[src/rtl/rst_seq_pkg.sv]
// Shared definitions for the reset sequencer: state encoding, parameter limits, helpers.
package rst_seq_pkg;

    localparam int unsigned STATE_W = 3;

    typedef enum logic [STATE_W-1:0] {
        ST_RESET = 3'd0,
        ST_HOLD  = 3'd1,
        ST_SEQ   = 3'd2,
        ST_RUN   = 3'd3,
        ST_SWRST = 3'd4
    } state_e;

    localparam int unsigned SYNC_STAGES_MIN = 2;
    localparam int unsigned SYNC_STAGES_MAX = 4;
    localparam int unsigned N_OUT_MIN       = 1;
    localparam int unsigned N_OUT_MAX       = 16;
    localparam int unsigned HOLD_CYCLES_MIN = 1;
    localparam int unsigned STEP_CYCLES_MIN = 1;
    localparam int unsigned SW_PULSE_MIN    = 1;

    function automatic int unsigned max3(int unsigned a, int unsigned b, int unsigned c);
        int unsigned m;
        m = (a > b) ? a : b;
        return (m > c) ? m : c;
    endfunction

endpackage

[src/rtl/rst_seq_if.sv]
// Bus between the reset sequencer and its environment: software request in, reset fan-out and status out.
interface rst_seq_if #(
    parameter int unsigned N_OUT = 4
);
    logic                               i_sw_rst_req;
    logic [N_OUT-1:0]                   o_rst;
    logic                               o_ready;
    logic [rst_seq_pkg::STATE_W-1:0]    o_state;

    modport master (
        output i_sw_rst_req,
        input  o_rst,
        input  o_ready,
        input  o_state
    );

    modport slave (
        input  i_sw_rst_req,
        output o_rst,
        output o_ready,
        output o_state
    );
endinterface

[src/rtl/rst_sync.sv]
// Async-assert / sync-release flop chain; output rises SYNC_STAGES edges after reset release.
module rst_sync #(
    parameter int unsigned SYNC_STAGES = 2
) (
    input  logic clk,
    input  logic rst_n,
    output logic synced
);

    logic [SYNC_STAGES-1:0] chain_q;
    logic [SYNC_STAGES-1:0] chain_d;

    always_comb begin
        chain_d = {chain_q[SYNC_STAGES-2:0], 1'b1};
    end

    always_ff @(posedge clk or negedge rst_n) begin
        if (!rst_n) begin
            chain_q <= '0;
        end else begin
            chain_q <= chain_d;
        end
    end

    assign synced = chain_q[SYNC_STAGES-1];

endmodule

[src/rtl/rst_sequencer.sv]
// Power-on reset sequencer: releases N_OUT reset domains in order after a synchronised board reset.
// Optional software reset re-sequencing is enabled with macro RST_SEQ_SW_RESET_EN.
module rst_sequencer
    import rst_seq_pkg::*;
#(
    parameter int unsigned SYNC_STAGES = 2,
    parameter int unsigned N_OUT       = 4,
    parameter int unsigned HOLD_CYCLES = 16,
    parameter int unsigned STEP_CYCLES = 8,
    parameter int unsigned SW_PULSE    = 4
) (
    input  logic      i_brd_clk,
    input  logic      i_reset_n,
    rst_seq_if.slave  bus
);

    localparam int unsigned CNT_MAX = max3(HOLD_CYCLES, STEP_CYCLES, SW_PULSE);
    localparam int unsigned CNT_W   = $clog2(CNT_MAX + 1);

    if (SYNC_STAGES < SYNC_STAGES_MIN || SYNC_STAGES > SYNC_STAGES_MAX ||
        N_OUT < N_OUT_MIN || N_OUT > N_OUT_MAX ||
        HOLD_CYCLES < HOLD_CYCLES_MIN || STEP_CYCLES < STEP_CYCLES_MIN ||
        SW_PULSE < SW_PULSE_MIN) begin : g_param_check
        $error("rst_sequencer: parameter outside legal range");
    end

    logic             synced;
    state_e           state_q, state_d;
    logic [CNT_W-1:0] cnt_q, cnt_d;
    logic [CNT_W-1:0] cnt_inc;
    logic [N_OUT-1:0] rst_q, rst_d;
    logic [N_OUT-1:0] rst_shift;
    logic             ready_q, ready_d;
    logic             sw_req_fire;

    rst_sync #(
        .SYNC_STAGES (SYNC_STAGES)
    ) u_rst_sync (
        .clk    (i_brd_clk),
        .rst_n  (i_reset_n),
        .synced (synced)
    );

`ifdef RST_SEQ_SW_RESET_EN
    // Rising-edge detect so a held request produces a single SWRST entry.
    logic sw_req_prev_q, sw_req_prev_d;

    always_comb begin
        sw_req_prev_d = bus.i_sw_rst_req;
        sw_req_fire   = bus.i_sw_rst_req & ~sw_req_prev_q;
    end

    always_ff @(posedge i_brd_clk or negedge i_reset_n) begin
        if (!i_reset_n) begin
            sw_req_prev_q <= 1'b0;
        end else begin
            sw_req_prev_q <= sw_req_prev_d;
        end
    end
`else
    logic unused_sw_req;
    assign unused_sw_req = bus.i_sw_rst_req;
    assign sw_req_fire   = 1'b0;
`endif

    // Saturating increment; the counter never wraps.
    assign cnt_inc   = (cnt_q == CNT_W'(CNT_MAX)) ? cnt_q : cnt_q + CNT_W'(1);
    assign rst_shift = rst_q << 1;

    always_comb begin
        state_d = state_q;
        cnt_d   = cnt_q;
        rst_d   = rst_q;
        ready_d = ready_q;

        case (state_q)
            ST_RESET: begin
                rst_d   = '1;
                ready_d = 1'b0;
                cnt_d   = '0;
                if (synced) begin
                    state_d = ST_HOLD;
                end
            end

            ST_HOLD: begin
                if (cnt_q == CNT_W'(HOLD_CYCLES - 1)) begin
                    cnt_d = '0;
                    rst_d = rst_shift;
                    if (rst_shift == '0) begin
                        ready_d = 1'b1;
                        state_d = ST_RUN;
                    end else begin
                        state_d = ST_SEQ;
                    end
                end else begin
                    cnt_d = cnt_inc;
                end
            end

            // Each step clears the lowest still-asserted bit; last bit doubles as ready.
            ST_SEQ: begin
                if (cnt_q == CNT_W'(STEP_CYCLES - 1)) begin
                    cnt_d = '0;
                    rst_d = rst_shift;
                    if (rst_shift == '0) begin
                        ready_d = 1'b1;
                        state_d = ST_RUN;
                    end
                end else begin
                    cnt_d = cnt_inc;
                end
            end

            ST_RUN: begin
                cnt_d = '0;
                if (sw_req_fire) begin
                    rst_d   = '1;
                    ready_d = 1'b0;
                    state_d = ST_SWRST;
                end
            end

`ifdef RST_SEQ_SW_RESET_EN
            ST_SWRST: begin
                if (cnt_q == CNT_W'(SW_PULSE - 1)) begin
                    cnt_d   = '0;
                    state_d = ST_HOLD;
                end else begin
                    cnt_d = cnt_inc;
                end
            end
`endif

            default: begin
                rst_d   = '1;
                ready_d = 1'b0;
                cnt_d   = '0;
                state_d = ST_RESET;
            end
        endcase
    end

    always_ff @(posedge i_brd_clk or negedge i_reset_n) begin
        if (!i_reset_n) begin
            state_q <= ST_RESET;
            cnt_q   <= '0;
            rst_q   <= '1;
            ready_q <= 1'b0;
        end else begin
            state_q <= state_d;
            cnt_q   <= cnt_d;
            rst_q   <= rst_d;
            ready_q <= ready_d;
        end
    end

    assign bus.o_rst   = rst_q;
    assign bus.o_ready = ready_q;
    assign bus.o_state = state_q;

endmodule

[src/flat_wrapper.sv]
// flat-port wrapper written by rule: the top's interface ports become plain ports
module rst_sequencer_flat import rst_seq_pkg::*;
#(
    parameter int unsigned SYNC_STAGES = 2,
    parameter int unsigned N_OUT       = 4,
    parameter int unsigned HOLD_CYCLES = 16,
    parameter int unsigned STEP_CYCLES = 8,
    parameter int unsigned SW_PULSE    = 4
)
  (i_brd_clk, i_reset_n, bus_i_sw_rst_req, bus_o_rst, bus_o_ready, bus_o_state);
  rst_seq_if #(.N_OUT(N_OUT)) bus_i ();
  input  logic i_brd_clk;
  input  logic i_reset_n;
  input wire logic [$bits(bus_i.i_sw_rst_req)-1:0] bus_i_sw_rst_req;
  output wire logic [$bits(bus_i.o_rst)-1:0] bus_o_rst;
  output wire logic [$bits(bus_i.o_ready)-1:0] bus_o_ready;
  output wire logic [$bits(bus_i.o_state)-1:0] bus_o_state;
  assign bus_i.i_sw_rst_req = bus_i_sw_rst_req;
  assign bus_o_rst = bus_i.o_rst;
  assign bus_o_ready = bus_i.o_ready;
  assign bus_o_state = bus_i.o_state;
  rst_sequencer #(.SYNC_STAGES(SYNC_STAGES), .N_OUT(N_OUT), .HOLD_CYCLES(HOLD_CYCLES), .STEP_CYCLES(STEP_CYCLES), .SW_PULSE(SW_PULSE)) u_core (.i_brd_clk(i_brd_clk), .i_reset_n(i_reset_n), .bus(bus_i));
endmodule
[config.mk]
export PLATFORM = sky130hd
export DESIGN_NAME = rst_sequencer_flat
export DESIGN_NICKNAME = d
export VERILOG_FILES = /design/src/rtl/rst_seq_pkg.sv /design/src/rtl/rst_seq_if.sv /design/src/rtl/rst_sync.sv /design/src/rtl/rst_sequencer.sv /design/src/flat_wrapper.sv
export SDC_FILE = /design/constraint.sdc
export NUM_CORES = 1
export LEC_CHECK = 0
export ABC_AREA = 1
export CAP_MARGIN = 15
export CORE_AREA = 4 4 44 46
export DETAILED_ROUTE_END_ITERATION = 8
export DIE_AREA = 0 0 48 50
export DONT_BUFFER_PORTS = 1
export HOLD_SLACK_MARGIN = 0.08
export PLACE_DENSITY = 0.76
export SYNTH_ARGS = -nofsm -noshare
export SYNTH_HDL_FRONTEND = slang
export SYNTH_SLANG_ARGS = --single-unit
export TNS_END_PERCENT = 10
[constraint.sdc]
create_clock -name i_brd_clk -period 1.6 [get_ports i_brd_clk]
set_input_delay 0.16 -clock i_brd_clk [delete_from_list [all_inputs] [get_ports i_brd_clk]]
set_output_delay 0.16 -clock i_brd_clk [all_outputs]
set_load 0.02 [all_outputs]
# == Yosys cells after proc, flatten, opt, wreduce, memory -nomap -nowiden ==
# Index checks and enable logic that the tools add are counted.
# classes
add_sub_neg,1
n_eq_ne,10
muxes,17
n_bitwise,1
n_reduce_logical,4
# op_table
cell,count
2-to-1 mux 5 bit,3
2-to-1 mux 3 bit,4
case mux 3 bit (4 select lines),1
case mux 4 bit (3 select lines),1
case mux 5 bit (2 select lines),1
2-to-1 mux 4 bit,2
"== test 3 x 2 -> 1 bit, second input constant",2
"inequality test 2 x 1 -> 1 bit, second input constant",3
"adder 5 x 1 -> 5 bit, second input constant",1
"== test 5 x 3 -> 1 bit, second input constant",1
"== test 5 x 4 -> 1 bit, second input constant",1
"== test 5 bit, second input constant",1
AND reduction 5 bit,1
zero test 4 bit,1
2-to-1 mux 1 bit,4
"== test 3 x 1 -> 1 bit, second input constant",1
zero test 3 bit,1
case mux 1 bit (3 select lines),1
AND reduction 3 bit,1
"inequality test 2 bit, second input constant",1
NOT 1 bit,1
# totals
ff_bits,15
input_bits,3
output_inout_bits,8
word_cells,38

# == Longest topological paths before layout ==
# Gate-level depths: netlist of run 1.
# depth
ltp_word,4
depth_mapped,12
mapped_depth_nobuf,12

# == Modules after synthesis ==
# From an unflattened synthesis of run 1, not the netlist that was laid out.
# unflattened
cells_unflattened,96
area_unflattened_um2,819.5
# modules_own_cells
mod,n_inst,cells_each,area_per_inst_um2
rst_sequencer,1,93,765.7
rst_sync,1,3,53.8

# == Worst setup path after synthesis of run 1 ==
# OpenSTA, ideal clock, no wires.
# synth_timing
kind,reg2reg
startpoint,reg u_core.cnt_q[0]
endpoint,"reg u_core.state_q[1], in the netlist u_core.bus.o_state[1]"
arrival_ns,1.343
setup_slack_ns,0.139
stages_incl_launch_ff,13
path_cell_list,dfrtp_1 ha_1 nand2_2 nor2_1 ha_1 inv_1 nand2_1 nand2_1 inv_1 nand2_4 nor2_4 nand2_1 nand2_1
# synth_between
elab_chain_cells,3
# synth_rtl
element,line_no,source
start: declaration,rst_sequencer.sv:29,"logic [CNT_W-1:0] cnt_q, cnt_d;"
start signal: assignment,rst_sequencer.sv:152,cnt_q <= cnt_d;
== test 5 x 3 -> 1 bit / == test 5 x 4 -> 1 bit (equally long branches),"rst_sequencer.sv:103, rst_sequencer.sv:87",
inequality test 2 x 1 -> 1 bit (no line),-,
AND reduction 5 bit (no line) *,-,
end signal: assignment,rst_sequencer.sv:151,state_q <= state_d;
end: declaration,rst_sequencer.sv:28,"state_e state_q, state_d;"
# Mark *: on every way between the ends. The rest lies on a longest branch, timed or not.
# A chain may end at the register's enable or synchronous reset.

# == Final worst setup path of run 1 ==
# layout_timing
startpoint,reg u_core.cnt_q[0]
endpoint,"reg u_core.state_q[0], in the netlist u_core.bus.o_state[0]"
# Same word-level chain as after synthesis.

==> results.ini, run 1 <==
[outcome]
outcome=completed

[setup_path]
worst-r2r-cell-count=11
worstSetupStartpointType=flip-flop
critPathMaxFanout=3
reg2reg_setup_slack_ns=0.05
crit_end=u_core.bus.o_state[0]
worstPathRequired_ns=1.79
crit_chain=ha_2 > nand2_2 > nor2_2 > ha_2 > inv_2 > nand2_2 > nand2_4 > a21oi_4 > nand2_2 > nand2_1 > nand2_1
rr_startpoint=u_core.cnt_q[0]
critPathMaxStageDelay_ns=0.38
crit_top_cell=nand2_2
crit_family=simple AND/OR/NAND/NOR gates
crit_arrival_ns=1.73
crit_path_end_kind=flip-flop
crit_buf_inv=1
startpoint=u_core.cnt_q[0]
crit_slowest_cell=dfrtp_1
path_class=flip-flop to flip-flop
r2r_end=u_core.bus.o_state[0]
path_depth=11

[global_routing]
grt_overflow=0
antenna_found_initial=0
grt_max_degree=15
grt_pass1_wl_um=2511
grtUsageTotal=0.1465
grt_pass1_vias=576

[clock_network]
clock_sinks=14
htreeDepth=1
path_clk_slew_ns=0.08
root_buffer=clkbuf_4
cts_buffers=3
clk_latency_ns=0.29
clockBufferDepth=2
tritoncts=done

[finish]
num_antenna_cells=0
final_util=0.6121
drive_gt1_frac=0.2571
syn_to_final_growth_pct=14.44
final_nets=117
layout.cells.non_filler=121

[min_path]
hp-class=input pin to asynchronous set/reset pin

[floorplanning]
fp.dieH_um=50
die_w_um=48
core_um2=1506
num_io_pins=11
floorplan.rows=14
start_util=0.5349
dieArea_um2=2400

[detailed_routing]
vias=602
wl_met2_um=654
wl_met3_um=58
avgViaCountPerCell=4.975
routed_wl_um=1417
drtAntennaViolNets=0
top_layer=met4
first_pass_iters=4
drc=0
met1Wirelength_um=676
avgRoutedWirePerCell_um=11.71
drtIter0Drc=10

[timing]
tightest_slew_ns=0.6198
hold_viol_final=0
finalCritPeriodShare=0.9664
max-slew-margin-rel=0.5854
fin_setup_tns_ns=0
final.setup_skew_ns=0.0008291
setup_ws_ns=0.05374
min_period_ns=1.546
finalMaxSlewViolations=0
max_freq_mhz=646.7
setup_viol=0
rsz0062_at_grt=yes

[power]
power_frac_seq=0.371
cellPowerDensity_nw_per_um2=2046
pwr-share-comb=0.491
p_leak_nw=0.4441
swShare=0.4724
switching_power_mw=0.8914
p_clk_frac=0.138
vdd_ir_drop_max_mv=1.398
internal-power_mw=0.9955

[synthesis]
ys_ff_latch=14
ys_seq_area_frac=0.4410
synth_nets=108
yosys_warnings=0
synth.distinct_cells=19
synth.avg_cell_area_um2=8.307
synth_area_um2=805.8
synth_cells=97

[job]
drv_cap=0

[placed_design]
routabilityCongestion=0.7330
port_buffers=0
numPlacedInstances=115
dp_slack_ns=0.04136
hpwl_um=1066

## layer usage
| layer | global-route usage | vias to the layer above |
|---|---|---|
| li1 | - | 312 |
| met5 | 0 | - |
| met4 | 0.06726 | 0 |
| met2 | 0.2004 | 9 |
| met1 | 0.2136 | 279 |
| met3 | 0.03273 | 2 |
## cells in the final DEF, fill, tap and decap left out
cell type and instances:
nand2_2 4, nor2_1 12, nor2_4 1, dfstp_2 4
inv_2 3, clkbuf_8 1, ha_1 6, nand2_4 3
a21oi_1 4, nand3_1 4, buf_4 4, a21oi_4 1
conb_1 2, clkbuf_4 3, o21ai_1 4, o21ai_0 2
inv_1 13, dlygate4sd3_1 1, xnor2_1 1, dfrtp_1 10
ha_2 2, nor2_2 1, xor2_1 2, nand2_1 17
## cell families (layout without fill, tap and decap cells)
kind of cell               count (synthesis)  in the layout  share of synthesized area
xor gates and xnor gates                   3              3                    0.03261
buffers and inverters                     17             25                    0.08384
and+or+nand+nor                           42             42                     0.2360
other                                      2              2                   0.009320
adders and majority gates                  8              8                     0.1242
DFF                                       14             14                     0.4410
AOI/OAI and AO/OA                         11             11                    0.07297
## how the worst min path moves through the flow
stage | depth (start not counted) | slack (ns) | to
finish | 1 | 0.32 | u_core.cnt_q[0]
global route | 1 | 0.36 | u_core.cnt_q[2]
CTS | 1 | 0.33 | u_core.cnt_q[2]
detailed placement | 0 | -0.14 | u_core.cnt_q[0]
global placement | 0 | -0.14 | u_core.cnt_q[1]
floorplan | 0 | -0.14 | u_core.bus.o_ready
## synthesized netlist by cell type, drive strengths merged
master,instances,share of area
a21oi,5,0.036
nand2,24,0.14
dfstp,4,0.13
xor2,2,0.022
dfrtp,10,0.31
nor2,14,0.075
ha,8,0.12
xnor2,1,0.011
conb,2,0.0093
inv,16,0.075
buf,1,0.0093
nand3,4,0.025
o21ai,6,0.037
## flip-flops by register name, summed over array words and instances (netlist names)
name / count
u_core.u_rst_sync.chain_q: 2
u_core.bus.o_rst: 4
u_core.bus.o_state: 2
u_core.bus.o_ready: 1
u_core.cnt_q: 5
## final cells by class
class | count | area, um^2
sequential | 14 | 355.3
fill | 129 | 584.3
multi-input combinational | 66 | 410.4
timing repair buffer | 5 | 40.04
tap | 16 | 20.02
clock buffer | 4 | 36.28
inverter | 16 | 60.06
## worst reg2reg max path, cell delays in order (launching register included)
cell     delay (ns)
dfrtp_1        0.38
ha_2           0.20
nand2_2        0.07
nor2_2         0.11
ha_2           0.18
inv_2          0.03
nand2_2        0.07
nand2_4        0.07
a21oi_4        0.15
nand2_2        0.08
nand2_1        0.06
nand2_1        0.05
## per-stage QoR
step	instance area [um^2]	power [mW]	hold slack, ns
after floorplan	805.8	1.325	-0.1356
after global placement	840.8	1.495	-0.1353
after detailed placement	840.8	1.530	-0.1353
after CTS	887.1	1.805	0.3344
after global routing	922.1	2.073	0.3634
final	922.1	1.887	0.3200
## repair_timing
item | in CTS | in global routing
resized for setup | 0 | 13
hold buffers | 1 | 0
endpoints found under the setup margin | 0 | 7
setup buffers | 0 | 1
hold endpoints to repair | 14 | 0
## power by group through the flow
stage / clock network (mW) / registers [mW] / logic (mW)
4_1_cts: 0.267 / 0.700 / 0.838
5_1_grt: 0.288 / 0.718 / 1.07
6_report: 0.260 / 0.699 / 0.927
2_1_floorplan: 0 / 0.708 / 0.617
3_3_place_gp: 0 / 0.700 / 0.794
3_5_place_dp: 0 / 0.707 / 0.823
No activity file was read; power rests on OpenSTA's default activity.
==> run 2: changes to the inputs <==
Settings changed: CORE_AREA 4 4 44 46 to 4 4 43 45, DIE_AREA 0 0 48 50 to 0 0 47 49, PLACE_DENSITY 0.76 to 0.78, SYNTH_HIERARCHICAL from default to 1.
Clock period 1.6 ns to 1.62 ns, I/O delays scaled along.
==> results.ini, run 2 <==
[outcome]
outcome=completed

[global_routing]
grt_max_degree=15  ; unchanged
grtUsageTotal=0.1430  ; -0.003501
grt_overflow=0  ; unchanged
grt_pass1_wl_um=2359  ; -6.1%
grt_pass1_vias=578  ; +0.35%
antenna_found_initial=0  ; unchanged

[detailed_routing]
first_pass_iters=4  ; unchanged
drc=0  ; unchanged
avgViaCountPerCell=5.025  ; +1.0%
drtAntennaViolNets=0  ; unchanged
drtIter0Drc=9  ; -1
vias=603  ; +0.17%
routed_wl_um=1371  ; -3.2%
avgRoutedWirePerCell_um=11.43  ; -2.4%

[synthesis]
ys_async_sr_fraction=1.000  ; unchanged
synth_cells=96  ; -1.0%
ys_seq_area_frac=0.4336  ; -0.007406
synth_nets=107  ; -0.93%
yosysMostFrequentCell=nand2_1
yosys_most_used_dff=dfrtp_1
synth.avg_cell_area_um2=8.537  ; +2.8%
synth_common_cells=19 x nand2_1, 15 x inv_1, 15 x nor2_1
ys_ff_latch=14  ; unchanged
synth_area_um2=819.5  ; +1.7%
synth.largest_area_cell=dfrtp_1
synth_top_area_share=0.3053  ; -0.005215
yosys_warnings=6  ; +6
yosys-top-cells-area=dfrtp_1 31%, dfstp_2 13%, ha_1 12%
synth.distinct_cells=21  ; +2
synth_edf_count=0  ; unchanged

[clock_network]
tritoncts=done
clk_latency_ns=0.27  ; -0.02 ns
clock_sinks=14  ; unchanged
cts_buffers=3  ; unchanged
clockBufferDepth=2  ; unchanged
root_buffer=clkbuf_4
htreeDepth=1  ; unchanged
path_clk_slew_ns=0.08  ; about the same

[timing]
final.setup_skew_ns=0.001217  ; +0.0003879 ns
finalCritPeriodShare=0.9510  ; -0.01536
setup_ws_ns=0.07930  ; +0.02556 ns
hold_viol_final=0  ; unchanged
max-slew-margin-rel=0.5948  ; +0.009408
min_period_ns=1.541  ; -0.005556 ns
tightest_slew_ns=0.6058  ; -0.01407 ns
max_freq_mhz=649.1  ; +0.36%
setup_viol=0  ; unchanged
finalMaxSlewViolations=0  ; unchanged
fin_setup_tns_ns=0  ; unchanged

[power]
vdd_ir_drop_max_mv=1.524  ; +9.0%
cellPowerDensity_nw_per_um2=2048  ; about the same
p_leak_nw=0.4735  ; +6.6%

[job]
drv_cap=0  ; unchanged

[finish]
num_antenna_cells=0  ; unchanged
fill_cells=133  ; +3.1%
final_nets=116  ; -0.85%
syn_to_final_growth_pct=13.13
mostFrequentLayoutCells=18 x nand2_1, 15 x inv_1, 15 x nor2_1
drive_gt1_frac=0.2500  ; -0.007143
largest_reg_flops=5  ; unchanged
fin_area_um2=927.1  ; +0.54%
final_common_cell=nand2_1
largest_register=u_core/cnt_q

[placed_design]
routabilityCongestion=0.7670  ; +4.6%
port_buffers=0  ; unchanged
dp_slack_ns=-0.01593  ; -0.05729 ns
hpwl_um=1019  ; -4.4%
placed_area_um2=835.8  ; -0.60%

[floorplanning]
num_io_pins=11  ; unchanged
dieArea_um2=2303  ; -4.0%
core_um2=1471  ; -2.3%
start_util=0.5570  ; +0.02209
die_w_um=47  ; -2.1%
fp.dieH_um=49  ; -2.0%
floorplan.rows=14  ; unchanged

[setup_path]
worstPathRequired_ns=1.78  ; about the same
path_class=flip-flop to flip-flop
crit_path_end_kind=flip-flop
worstSetupStartpointType=flip-flop
crit_arrival_ns=1.70  ; -0.03 ns
critPathMaxFanout=5  ; +2

[min_path]
hp-class=input pin to asynchronous set/reset pin

==> run 2: final timing paths <==
| path | startpoint | cells past startpoint | slack [ns] | end |
|---|---|---|---|---|
| worst max-delay path | u_core/cnt_q[0] | 9 | 0.08 | u_core/bus.o_state[0] |
| worst min-delay path | i_reset_n | 1 | 0.33 | u_core/u_rst_sync/chain_q[1] |
| worst min register to register | u_core/u_rst_sync/chain_q[0] | 0 | 0.36 | u_core/u_rst_sync/chain_q[1] |
| worst max register to register | u_core/cnt_q[0] | 9 | 0.08 | u_core/bus.o_state[0] |
| max in group asynchronous | i_reset_n | 1 | 0.90 | u_core/bus.o_state[0] |
| min in group i_brd_clk | u_core/u_rst_sync/chain_q[0] | 0 | 0.36 | u_core/u_rst_sync/chain_q[1] |
==> run 2: metal layers <==
metal,routed length [um],global-route usage,vias up,share of wire
met1,591,0.1733,279,0.43
li1,-,-,309,-
met5,0,0,-,0
met4,29,0.08295,0,0.021
met2,696,0.2217,11,0.51
met3,54,0.03321,4,0.039
==> run 2: timing repair <==
action	CTS	global route
pin swaps	1	0
setup buffers	1	2
hold buffers	1	0
gates resized for setup	0	3
endpoints found under the hold margin	14	0
setup endpoints to repair	2	12
==> run 2: logic make-up (layout without fill, tap and decap cells) <==
family                     count (synthesis)  after routing  synth area share
buffers and inverters                     18             26           0.09618
AOI/OAI and AO/OA                         10             10           0.09006
and+or+nand+nor                           43             43            0.2382
other                                      2              2          0.009164
DFF                                       14             14            0.4336
adders and majority gates                  8              8            0.1221
xor gates and xnor gates                   1              1           0.01069
==> run 2: report_power, final <==
group	internal [mW]	switching [mW]
combinational	0.404	0.575
clock	0.137	0.105
sequential	0.504	0.175
total	1.04	0.855
==> run 2: worst max-delay path, stage by stage (launching register included) <==
cell and delay (ns):
dfrtp_1 0.38, ha_2 0.20, nand2_2 0.06, nor2_1 0.11, ha_1 0.15, inv_1 0.04
nand2_1 0.11, nand3_4 0.12, o21bai_1 0.18, nand2_1 0.08
==> run 2: area by class of cell <==
type                            count  area, um^2  area share
Multi-Input combinational cell     64       395.4      0.4265
Sequential cell                    14       355.3      0.3833
Timing Repair Buffer                6       60.06     0.06478
Inverter                           16       60.06     0.06478
Clock buffer                        4       36.28     0.03914
Tap cell                           16       20.02     0.02159
==> run 2: per-stage QoR <==
| stage | hold WS, ns | util | cells | power (mW) |
|---|---|---|---|---|
| finish | 0.3347 | 0.6301 | 120 | 1.899 |
| global route | 0.3470 | 0.6301 | 120 | 2.079 |
| CTS | 0.3450 | 0.6131 | 118 | 1.867 |
| detailed placement | -0.1332 | 0.5680 | 112 | 1.513 |
| global placement | -0.1332 | 0.5680 | 112 | 1.473 |
| floorplan | -0.1336 | - | 96 | 1.376 |
==> run 3: changes to the inputs <==
--- a/config.mk
+++ b/config.mk
@@ -14,4 +14,5 @@
 export HOLD_SLACK_MARGIN = 0.08
 export PLACE_DENSITY = 0.78
+export REMOVE_ABC_BUFFERS = 1
 export SYNTH_ARGS = -nofsm -noshare
 export SYNTH_HDL_FRONTEND = slang
==> constraint.sdc (replaced) <==
create_clock -name i_brd_clk -period 1.62 [get_ports i_brd_clk]
set_input_delay 0.243 -clock i_brd_clk [delete_from_list [all_inputs] [get_ports i_brd_clk]]
set_output_delay 0.243 -clock i_brd_clk [all_outputs]
set_load 0.02 [all_outputs]
==> results.ini, run 3 (synthesized netlist as in run 2, its figures left out) <==
[setup_path]
crit_slowest_cell=dfrtp_1
worstSetupStartpointType=flip-flop
crit_arrival_ns=1.75  ; +0.05 ns
worstPathRequired_ns=1.84  ; +0.06 ns
crit_path_end_kind=flip-flop
path_class=flip-flop to flip-flop
crit_top_cell=nand2_2
crit_chain=ha_2 > nand2_2 > nor2_2 > ha_1 > inv_1 > nand2_2 > nand3_4 > buf_4 > nand2_1 > o21ai_2
critPathMaxFanout=6  ; +1
critPathMaxStageDelay_ns=0.39  ; about the same

[floorplanning]
dieArea_um2=2303  ; unchanged
core_um2=1471  ; unchanged
start_util=0.5570  ; unchanged
die_w_um=47  ; unchanged
floorplan.rows=14  ; unchanged
num_io_pins=11  ; unchanged
fp.dieH_um=49  ; unchanged

[finish]
final_common_cell=nand2_1
syn_to_final_growth_pct=12.52
largest_register=u_core/cnt_q
largest_reg_flops=5  ; unchanged
final_util=0.6267  ; -0.003401
fill_cells=128  ; -3.8%
final_nets=117  ; +0.86%
drive_gt1_frac=0.2571  ; +0.007143
num_antenna_cells=0  ; unchanged
mostFrequentLayoutCells=18 x nand2_1, 15 x inv_1, 14 x nor2_1

[power]
vdd_ir_drop_max_mv=1.372  ; -10%
cellPowerDensity_nw_per_um2=2049  ; about the same
power_mw=1.890  ; -0.48%
p_leak_nw=0.4722  ; -0.26%

[detailed_routing]
drtAntennaViolNets=0  ; unchanged
first_pass_iters=4  ; unchanged
vias=635  ; +5.3%
drc=0  ; unchanged
routed_wl_um=1486  ; +8.4%
drtIter0Drc=26  ; +17
avgViaCountPerCell=5.248  ; +4.4%
avgRoutedWirePerCell_um=12.28  ; +7.5%

[clock_network]
clockBufferDepth=2  ; unchanged
tritoncts=done
clock_sinks=14  ; unchanged
htreeDepth=1  ; unchanged
cts_buffers=3  ; unchanged
path_clk_slew_ns=0.09  ; about the same
clk_latency_ns=0.29  ; +0.02 ns
root_buffer=clkbuf_4

[global_routing]
grt_pass1_wl_um=2511  ; +6.4%
grt_overflow=0  ; unchanged
antenna_found_initial=0  ; unchanged
grt_pass1_vias=571  ; -1.2%
grtUsageTotal=0.1522  ; +0.009230
grt_max_degree=15  ; unchanged

[timing]
hold_viol_final=0  ; unchanged
min_period_ns=1.532  ; -0.008513 ns
finalCritPeriodShare=0.9458  ; -0.005255
max_freq_mhz=652.7  ; +0.56%
max-slew-margin-rel=0.5856  ; -0.009217
tightest_slew_ns=0.6195  ; +0.01378 ns
setup_viol=0  ; unchanged
final.setup_skew_ns=0.002821  ; +0.001605 ns
finalMaxSlewViolations=0  ; unchanged

[placed_design]
port_buffers=0  ; unchanged
hpwl_um=1027  ; +0.82%
routabilityCongestion=0.7047  ; -8.1%

[min_path]
hp-class=flip-flop to flip-flop

[job]
drv_cap=0  ; unchanged

[outcome]
outcome=completed

-- run 3: metrics by stage --
step | setup slack [ns] | instances | TNS [ns] | instance area [um^2] | hold slack [ns]
after floorplan | 0.1659 | 94 | 0 | 800.8 | -0.05259
after global placement | 0.07552 | 112 | 0 | 835.8 | -0.05218
after detailed placement | 0.009142 | 112 | 0 | 835.8 | -0.05215
after CTS | 0.006558 | 118 | 0 | 892.1 | 0.3700
after global routing | -0.01559 | 121 | -0.01888 | 922.1 | 0.3742
final | 0.08781 | 121 | 0 | 922.1 | 0.3606
-- run 3: where the power goes --
group	switching, mW	total (mW)	internal [mW]
sequential	0.180	0.684	0.503
clock	0.121	0.258	0.137
combinational	0.574	0.948	0.375
total	0.875	1.89	1.01
-- run 3: path summary, 6_finish.rpt --
| kind | slack (ns) | cells past startpoint | to | from |
|---|---|---|---|---|
| worst max-delay path | 0.09 | 10 | u_core/bus.o_rst[0] | u_core/cnt_q[1] |
| worst min-delay path | 0.36 | 0 | u_core/u_rst_sync/chain_q[1] | u_core/u_rst_sync/chain_q[0] |
| worst max register to register | 0.09 | 10 | u_core/bus.o_rst[0] | u_core/cnt_q[1] |
| worst min register to register | 0.36 | 0 | u_core/u_rst_sync/chain_q[1] | u_core/u_rst_sync/chain_q[0] |
| max in group asynchronous | 0.82 | 1 | u_core/cnt_q[0] | i_reset_n |
| min in group asynchronous | 0.40 | 1 | u_core/u_rst_sync/chain_q[1] | i_reset_n |
-- run 3: critical path, delay by kind of cell, from the launching register on --
family                   cells  cell delay (ns)
adder cells (fa/ha/maj)      2             0.36
buffers and inverters        2             0.21
AO/OA/AOI/OAI                1             0.06
flip-flops                   1             0.39
AND/OR/NAND/NOR              5             0.45
-- run 3: final cells by class --
class                           instances  area (um^2)  share of cell area
Multi-Input combinational cell         65        402.9              0.4369
Sequential cell                        14        355.3              0.3853
Inverter                               16        60.06             0.06513
Timing Repair Buffer                    6        47.55             0.05156
Clock buffer                            4        36.28             0.03935
Tap cell                               16        20.02             0.02171
-- run 3: what timing repair did --
| item | 4_1_cts | 5_1_grt |
|---|---|---|
| gates cloned | 1 | 0 |
| gates resized for setup | 0 | 3 |
| hold endpoints to repair | 14 | 0 |
| endpoints found under the setup margin | 2 | 12 |
| hold buffers | 1 | 0 |
| buffers inserted | 0 | 3 |
| pin swaps | 1 | 3 |
-- run 3: per-layer routing --
metal	track usage	up-vias	routed length (um)
li1	-	311	-
met4	0.08295	0	27
met5	0	-	0
met1	0.2033	295	600
met2	0.2195	25	735
met3	0.03690	4	123
